$ cat config.mk
export PLATFORM = sky130hd
export DESIGN_NAME = id_handler
export DESIGN_NICKNAME = d
export VERILOG_FILES = /design/src/rtl/id_handler.sv
export SDC_FILE = /design/constraint.sdc
export NUM_CORES = 1
export LEC_CHECK = 0
export ABC_AREA = 1
export CAP_MARGIN = 40
export CORE_UTILIZATION = 56
export CTS_BUF_LIST = sky130_fd_sc_hd__clkbuf_8 sky130_fd_sc_hd__clkbuf_16
export CTS_CLUSTER_DIAMETER = 60
export DETAILED_ROUTE_END_ITERATION = 7
export PLACE_DENSITY = 0.85
export REMOVE_ABC_BUFFERS = 1
export SLEW_MARGIN = 15
export SYNTH_ARGS = -nofsm -noshare
export SYNTH_HDL_FRONTEND = slang
export SYNTH_SLANG_ARGS = --single-unit
$ cat constraint.sdc
create_clock -name clk -period 4.3 [get_ports clk]
set_input_delay 1.29 -clock clk [delete_from_list [all_inputs] [get_ports clk]]
set_output_delay 1.29 -clock clk [all_outputs]
set_load 0.005 [all_outputs]
$ cat src/rtl/id_handler.sv
// ---------------------------------------------------------------------------
// id_handler
// First stage of the login chain, feeding the password stage. A 4-digit
// (16-bit) user ID is collected from the switches, one digit per button
// press. A non-guest ID is then looked up by scanning an external ID ROM
// entry by entry. The first matching entry becomes the logged-in user. The
// result is held until the password stage pulses logout_from_pw.
//
// Ports
//   clk             in   1   system clock
//   rst             in   1   synchronous reset, active-low
//   id_switch       in   4   current ID digit
//   id_button       in   1   digit-enter strobe (single-cycle, debounced)
//   logout_from_pw  in   1   logout pulse from the password stage
//   rom_data        in   16  ID stored at rom_addr
//   rom_addr        out  5   ID ROM address, registered
//   matched_id      out  1   high while a valid ID is held
//   player_address  out  5   ROM index of the matched user, or GUEST_ADDR
//   is_guest        out  1   high with matched_id for the guest ID
//   id_rejected     out  1   one-cycle pulse when a scan finds no match
// ---------------------------------------------------------------------------
module id_handler #(
   parameter int          NUM_USERS   = 32,
   parameter int          ROM_LATENCY = 2,
   parameter logic [15:0] GUEST_ID    = 16'h0000,
   parameter logic [4:0]  GUEST_ADDR  = 5'd31
) (
   input  logic        clk,
   input  logic        rst,
   input  logic [3:0]  id_switch,
   input  logic        id_button,
   input  logic        logout_from_pw,
   input  logic [15:0] rom_data,
   output logic [4:0]  rom_addr,
   output logic        matched_id,
   output logic [4:0]  player_address,
   output logic        is_guest,
   output logic        id_rejected
);

   // The wait counter only has to hold ROM_LATENCY-1.
   localparam int         CNT_W    = (ROM_LATENCY > 1) ? $clog2(ROM_LATENCY) : 1;
   localparam logic [4:0] LAST_IDX = 5'(NUM_USERS - 1);
   localparam logic [CNT_W-1:0] CNT_LOAD = CNT_W'(ROM_LATENCY - 1);

   typedef enum logic [2:0] {
      IDLE,
      DIG2,
      DIG3,
      DIG4,
      SCAN_ISSUE,
      SCAN_WAIT,
      SCAN_CHECK,
      MATCHED
   } state_t;

   state_t           state_q, state_d;
   logic [15:0]      id_q, id_d;
   logic [4:0]       idx_q, idx_d;
   logic [CNT_W-1:0] cnt_q, cnt_d;
   logic [4:0]       romAddr_q, romAddr_d;
   logic [4:0]       playerAddr_q, playerAddr_d;
   logic             guest_q, guest_d;
   logic             rejected_q, rejected_d;

   // State and datapath registers. Reset abandons any entry or scan in
   // progress and clears every output, including the ROM address.
   always_ff @(posedge clk) begin
      if (!rst) begin
         state_q      <= IDLE;
         id_q         <= '0;
         idx_q        <= '0;
         cnt_q        <= '0;
         romAddr_q    <= '0;
         playerAddr_q <= '0;
         guest_q      <= 1'b0;
         rejected_q   <= 1'b0;
      end else begin
         state_q      <= state_d;
         id_q         <= id_d;
         idx_q        <= idx_d;
         cnt_q        <= cnt_d;
         romAddr_q    <= romAddr_d;
         playerAddr_q <= playerAddr_d;
         guest_q      <= guest_d;
         rejected_q   <= rejected_d;
      end
   end

   // Next-state logic. A logout pulse overrides everything, including a
   // button press in the same cycle. Each ROM entry costs one issue cycle,
   // ROM_LATENCY wait cycles and one compare cycle. The ROM address is only
   // updated in SCAN_ISSUE, so it keeps its last value between scans.
   always_comb begin
      state_d      = state_q;
      id_d         = id_q;
      idx_d        = idx_q;
      cnt_d        = cnt_q;
      romAddr_d    = romAddr_q;
      playerAddr_d = playerAddr_q;
      guest_d      = guest_q;
      rejected_d   = 1'b0;

      if (logout_from_pw) begin
         state_d      = IDLE;
         playerAddr_d = '0;
         guest_d      = 1'b0;
      end else begin
         unique case (state_q)
            IDLE: begin
               if (id_button) begin
                  id_d[15:12] = id_switch;
                  state_d     = DIG2;
               end
            end
            DIG2: begin
               if (id_button) begin
                  id_d[11:8] = id_switch;
                  state_d    = DIG3;
               end
            end
            DIG3: begin
               if (id_button) begin
                  id_d[7:4] = id_switch;
                  state_d   = DIG4;
               end
            end
            DIG4: begin
               if (id_button) begin
                  id_d[3:0] = id_switch;
                  if ({id_q[15:4], id_switch} == GUEST_ID) begin
                     state_d      = MATCHED;
                     guest_d      = 1'b1;
                     playerAddr_d = GUEST_ADDR;
                  end else begin
                     idx_d   = '0;
                     state_d = SCAN_ISSUE;
                  end
               end
            end
            SCAN_ISSUE: begin
               romAddr_d = idx_q;
               cnt_d     = CNT_LOAD;
               state_d   = SCAN_WAIT;
            end
            SCAN_WAIT: begin
               if (cnt_q == '0) begin
                  state_d = SCAN_CHECK;
               end else begin
                  cnt_d = cnt_q - 1'b1;
               end
            end
            SCAN_CHECK: begin
               if (rom_data == id_q) begin
                  state_d      = MATCHED;
                  playerAddr_d = idx_q;
                  guest_d      = 1'b0;
               end else if (idx_q == LAST_IDX) begin
                  rejected_d = 1'b1;
                  state_d    = IDLE;
               end else begin
                  idx_d   = idx_q + 5'd1;
                  state_d = SCAN_ISSUE;
               end
            end
            MATCHED: begin
               state_d = MATCHED;
            end
            default: begin
               state_d      = IDLE;
               playerAddr_d = '0;
               guest_d      = 1'b0;
            end
         endcase
      end
   end

   assign rom_addr       = romAddr_q;
   assign matched_id     = (state_q == MATCHED);
   assign player_address = playerAddr_q;
   assign is_guest       = guest_q;
   assign id_rejected    = rejected_q;

endmodule
== Word-level counts from Yosys, hierarchy flattened ==
Cells that the tools add are included.
Widths: inputs -> output; s select.
Cells by class
  mux-type cells: 25
  add/sub/neg operators: 2
  reductions and logical operators: 15
  bitwise operators: 3
  equal/unequal tests: 19
Operators with widths (count)
  $mux 5: 7
  $pmux 3 s8: 1
  $mux 3: 7
  $ne 2x2->1 const B: 10
  $pmux 5 s2: 2
  $eq 16x16->1: 1
  $logic_not 16->1: 1
  $eq 3x3->1 const B: 4
  $reduce_and 3->1: 4
  $eq 3x2->1 const B: 2
  $reduce_and 6->1: 1
  $add 5x1->5 const B: 1
  $eq 5x5->1 const B: 1
  $mux 1: 5
  $reduce_and 5->1: 1
  $pmux 1 s2: 2
  $reduce_and 2->1: 2
  $reduce_and 4->1: 1
  $reduce_bool 2->1: 2
  $reduce_or 4->1: 1
  $eq 3x1->1 const B: 1
  $logic_not 3->1: 1
  $not 1->1: 3
  $mux 2: 1
  other kinds (2): 2
Word-level totals
  logic and storage cells: 75
  register bits after elaboration: 37
  bits of input ports: 24

== Longest topological paths before layout ==
  depth after elaboration: 4
  gate-level depth with buffers: 12

== Least setup slack after synthesis ==
No wires, ideal clock.
  path kind: input -> register
  start: input port rom_data[0]
  end: register playerAddr_q[1], in the netlist player_address[1]
  library setup time: 0.115 ns
  buffers on the path: 0
  data required time: 4.185 ns
  stages on the path: 11
  arrival time: 2.124 ns
  path slack: 2.061 ns
  cell sequence: inv_1 nand2_1 nand2_1 nor2_1 nand2_1 nor2_2 nand3_4 nand2_2 nand3_1 nand2_1 nor2_1
On the way
  longest elaborated chain between the ends: 3
Ends and longest elaborated chain
  start: declaration: line 33  | input logic [15:0] rom_data,
  $eq 16x16->1: line 154  | if (rom_data == id_q) begin
  $ne 2x2->1 (no line)
  $reduce_and 4->1 (no line)
  end signal: assignment: line 84  | playerAddr_q <= playerAddr_d;
  end: declaration: line 62  | logic [4:0] playerAddr_q, playerAddr_d;
Every way passes these cells.
A chain may end at the register's enable or synchronous reset.

== Worst setup path in the final report ==
  start: register state_q[2]
  end: output port matched_id
On the way
  longest elaborated chain between the ends: 1
Ends and longest elaborated chain
  start: declaration: line 57  | state_t state_q, state_d;
  start signal: assignment: line 79  | state_q <= state_d;
  $eq 3x3->1: line 179  | assign matched_id = (state_q == MATCHED);
  end: declaration: line 35  | output logic matched_id,
Every way passes these cells.

==> results.sh <==
export IMPL_ys_warn_count=0
export IMPL_dpl_hpwl_microns=3220
export IMPL_drv_slew=0
export IMPL_dp_slack_ns=1.37
export IMPL_cts_root_buf="clkbuf_8"
export IMPL_vias=1990
export IMPL_cts_hold_fix_buffers=0
export IMPL_initial_utilization_pct=59.4
export IMPL_timing_fmax_mhz=340
export IMPL_die_w_microns=62.2
export IMPL_io_pins=37
export IMPL_switching_share_pct=22.2
export IMPL_port_buffers=36
export IMPL_max_slew_margin_pct=64.1
export IMPL_fin_skew_ns=0.00427
export IMPL_cts_tree="done"
export IMPL_drt_iter0_drc=123
export IMPL_power_density_nw_per_um2=286
export IMPL_maxCapViolations=0
export IMPL_worst_r2r_endpoint="idx_q[0]$_SDFFE_PN0P_"
export IMPL_cts_htree_levels=2
export IMPL_post_cts_buffers=0
export IMPL_synth_seq_cells=37
export IMPL_setup_ws_ns=1.36
export IMPL_cts_sinks=37
export IMPL_die_area_sq_um=3870
export IMPL_die_y_microns=62.2
export IMPL_antenna_left=0
export IMPL_area_growth_pct=26.0
export IMPL_grt_usage_pct=24.9
export IMPL_leakagePower_nw=1.17
export IMPL_ctsResizeCount=0
export IMPL_utilization_pct=74.9
export IMPL_startpoint_type="flop"
export IMPL_numPlacedInstances=403
export IMPL_p_comb_share_pct=9.9
export IMPL_status="completed"
export IMPL_viasPerCell=4.84
export IMPL_crit_fanout=8
export IMPL_grt_pass1_wl_microns=7710
export IMPL_rows=21
export IMPL_timing_hold_ws_ns=0.449
export IMPL_n_antenna_cell=0
export IMPL_p_clk_share_pct=41.9
export IMPL_syn_instance_count=323
export IMPL_numCtsBuffers=5
export IMPL_place_congestion=0.962
export IMPL_antenna_found_initial=0
export IMPL_switchingPower_uw=162
export IMPL_setup_viol=0
export IMPL_synth_area_per_cell_sq_um=6.28
export IMPL_rsz0062_at_grt="false"
export IMPL_drt_first_pass_iters=4
export IMPL_grt_max_degree=26
export IMPL_r2r_start="idx_q[1]$_SDFFE_PN0P_"
export IMPL_peakVddDrop_v=0.000202
export IMPL_final_cells=411
export IMPL_finalCritPeriodShare_pct=68.4
export IMPL_seq_area_frac_synth_pct=36.5
export IMPL_synth_cell_types=25
export IMPL_critPathKind="reg -> out"
export IMPL_clockBufferDepth=2
export IMPL_drc=0
export IMPL_clk_latency_ns=0.29
export IMPL_wl_per_cell_microns=10.6
export IMPL_hold_viol=0
export IMPL_core_sq_um=3420
export IMPL_fin_crit_ns=2.94
export IMPL_final_setup_tns_ns=0
export IMPL_drt_wl_total_microns=4350
export IMPL_gr_total_overflow=0
export IMPL_cp_data_arrival_time_ns=1.65
export IMPL_holdCritPathClass="reg -> reg"
export IMPL_worst_ep_required_time_ns=3.01
export IMPL_fillerInstances=277
export IMPL_tightest_slew_ns=0.536
export IMPL_final_nets=390
export IMPL_syn_area_sq_um=2030
export IMPL_reg2reg_depth=12
export IMPL_min_path_cells=2
export IMPL_p_int_uw=569
export IMPL_r2r_slack_ns=2.62
export IMPL_clk_pin_slew_worst_paths_ns=0.07
export IMPL_grt_pass1_vias=1878
export IMPL_hold_path_startpoint="is_guest$_SDFFE_PP0P_"
export IMPL_drive_gt1_share_pct=7.95
export IMPL_min_to="is_guest$_SDFFE_PP0P_"
export IMPL_seqPwrFrac_pct=48.2
export IMPL_cp_end_kind="output port"
-- power by group through the flow --
stage          combinational, mW  clock (mW)  sequential, mW
2_1_floorplan             0.0368           0           0.359
3_3_place_gp              0.0700           0           0.360
3_5_place_dp              0.0713           0           0.360
4_1_cts                   0.0726       0.311           0.352
5_1_grt                   0.0820       0.327           0.352
6_report                  0.0726       0.306           0.352
-- per-layer routing --
metal / GRT usage (%) / routed length [microns] / share of wire [%] / vias to the layer above
met5: 0 / 0 / 0 / -
met4: 9.30 / 55 / 1.3 / 0
met3: 5.88 / 228 / 5.2 / 7
met2: 42.3 / 1990 / 46 / 52
met1: 30.6 / 2070 / 48 / 857
li1: - / - / - / 1074
-- worst max-delay path, cell delays in order (launching register included) --
cell             delay (ns)
dfxtp_1                0.55
inv_1                  0.15
nor2_1                 0.16
clkdlybuf4s50_1        0.51
-- stage by stage --
stage | power [mW] | cell area (sq um)
2_1_floorplan | 0.396 | 2020
3_3_place_gp | 0.430 | 2440
6_report | 0.731 | 2560
5_1_grt | 0.761 | 2560
4_1_cts | 0.735 | 2560
3_5_place_dp | 0.431 | 2440
-- cell usage in the layout (no fill, tap or decap) --
cell type,netlist,final
ha_1,2,2
clkdlybuf4s50_1,0,36
inv_4,1,1
o21ai_0,23,23
o21ai_2,1,1
nand3_1,12,12
dfxtp_1,37,37
a21oi_1,26,26
nand2_2,1,1
nand4_1,1,1
nand3_2,3,3
nor2_1,70,70
nor3_1,2,2
clkbuf_8,0,6
inv_2,5,5
inv_1,46,47
nand3_4,2,2
clkinv_2,1,1
bufinv_16,0,1
nor3_2,1,1
nor2_2,1,1
buf_4,0,1
xor2_1,2,2
nand2_1,78,78
nand2_4,2,2
nor2_4,3,3
-- Yosys cell counts --
| cell type | number | area, sq um |
|---|---|---|
| o21ai_2 | 1 | 8.76 |
| xor2_1 | 2 | 17.5 |
| nand3_4 | 2 | 35.0 |
| nand3_2 | 3 | 30.0 |
| nand2_2 | 1 | 6.26 |
| nor2_1 | 70 | 263 |
| inv_2 | 5 | 18.8 |
| clkbuf_1 | 1 | 3.75 |
| nand3_1 | 12 | 60.1 |
| ha_1 | 2 | 25.0 |
| nand4_1 | 1 | 6.26 |
| inv_4 | 1 | 6.26 |
| nor3_2 | 1 | 10.0 |
| nor3_1 | 2 | 10.0 |
| dfxtp_1 | 37 | 741 |
| nand2_4 | 2 | 22.5 |
| nand2_1 | 78 | 293 |
| clkinv_2 | 1 | 5.00 |
| buf_2 | 1 | 5.00 |
| inv_1 | 46 | 173 |
| nor2_2 | 1 | 6.26 |
| a21oi_1 | 26 | 130 |
| o21ai_0 | 23 | 115 |
| clkbuf_2 | 1 | 5.00 |
| nor2_4 | 3 | 33.8 |
-- worst max-delay path by stage --
stage                       startpoint                              to  slack (ns)
2_1_floorplan              rom_data[0]  player_address[1]$_SDFFE_PP0P_        2.06
3_3_place_gp              id_switch[0]  player_address[0]$_SDFFE_PP0P_        1.42
3_5_place_dp                       rst         state_q[0]$_SDFFE_PP0P_        1.37
4_1_cts        state_q[2]$_SDFFE_PP0P_                      matched_id        1.36
5_1_grt        state_q[2]$_SDFFE_PP0P_                      matched_id        1.27
6_report       state_q[2]$_SDFFE_PP0P_                      matched_id        1.36
-- state kept, by name, indices dropped and copies added, names as in the netlist --
name	cells
id_q	16
idx_q	5
player_address	5
rom_addr	5
state_q	3
cnt_q	1
id_rejected	1
is_guest	1
-- layout make-up --
cell class | instances | area (sq um) | area share [%]
clock buffer | 6 | 82.6 | 3.23
clock inverter | 2 | 33.8 | 1.32
inverter | 53 | 203 | 7.93
multi-input combinational | 230 | 1070 | 41.9
sequential | 37 | 741 | 29.0
tap | 46 | 57.6 | 2.25
timing repair buffer | 37 | 368 | 14.4
-- kinds of logic after synthesis --
kind of cell / Yosys count / synth area share (%)
flops: 37 / 36.5
fa+ha+maj: 2 / 1.23
xor+xnor: 2 / 0.863
buf+inv: 56 / 10.7
compound gates: 50 / 12.5
simple gates: 176 / 38.2
Power figures use the tool's default switching activity.
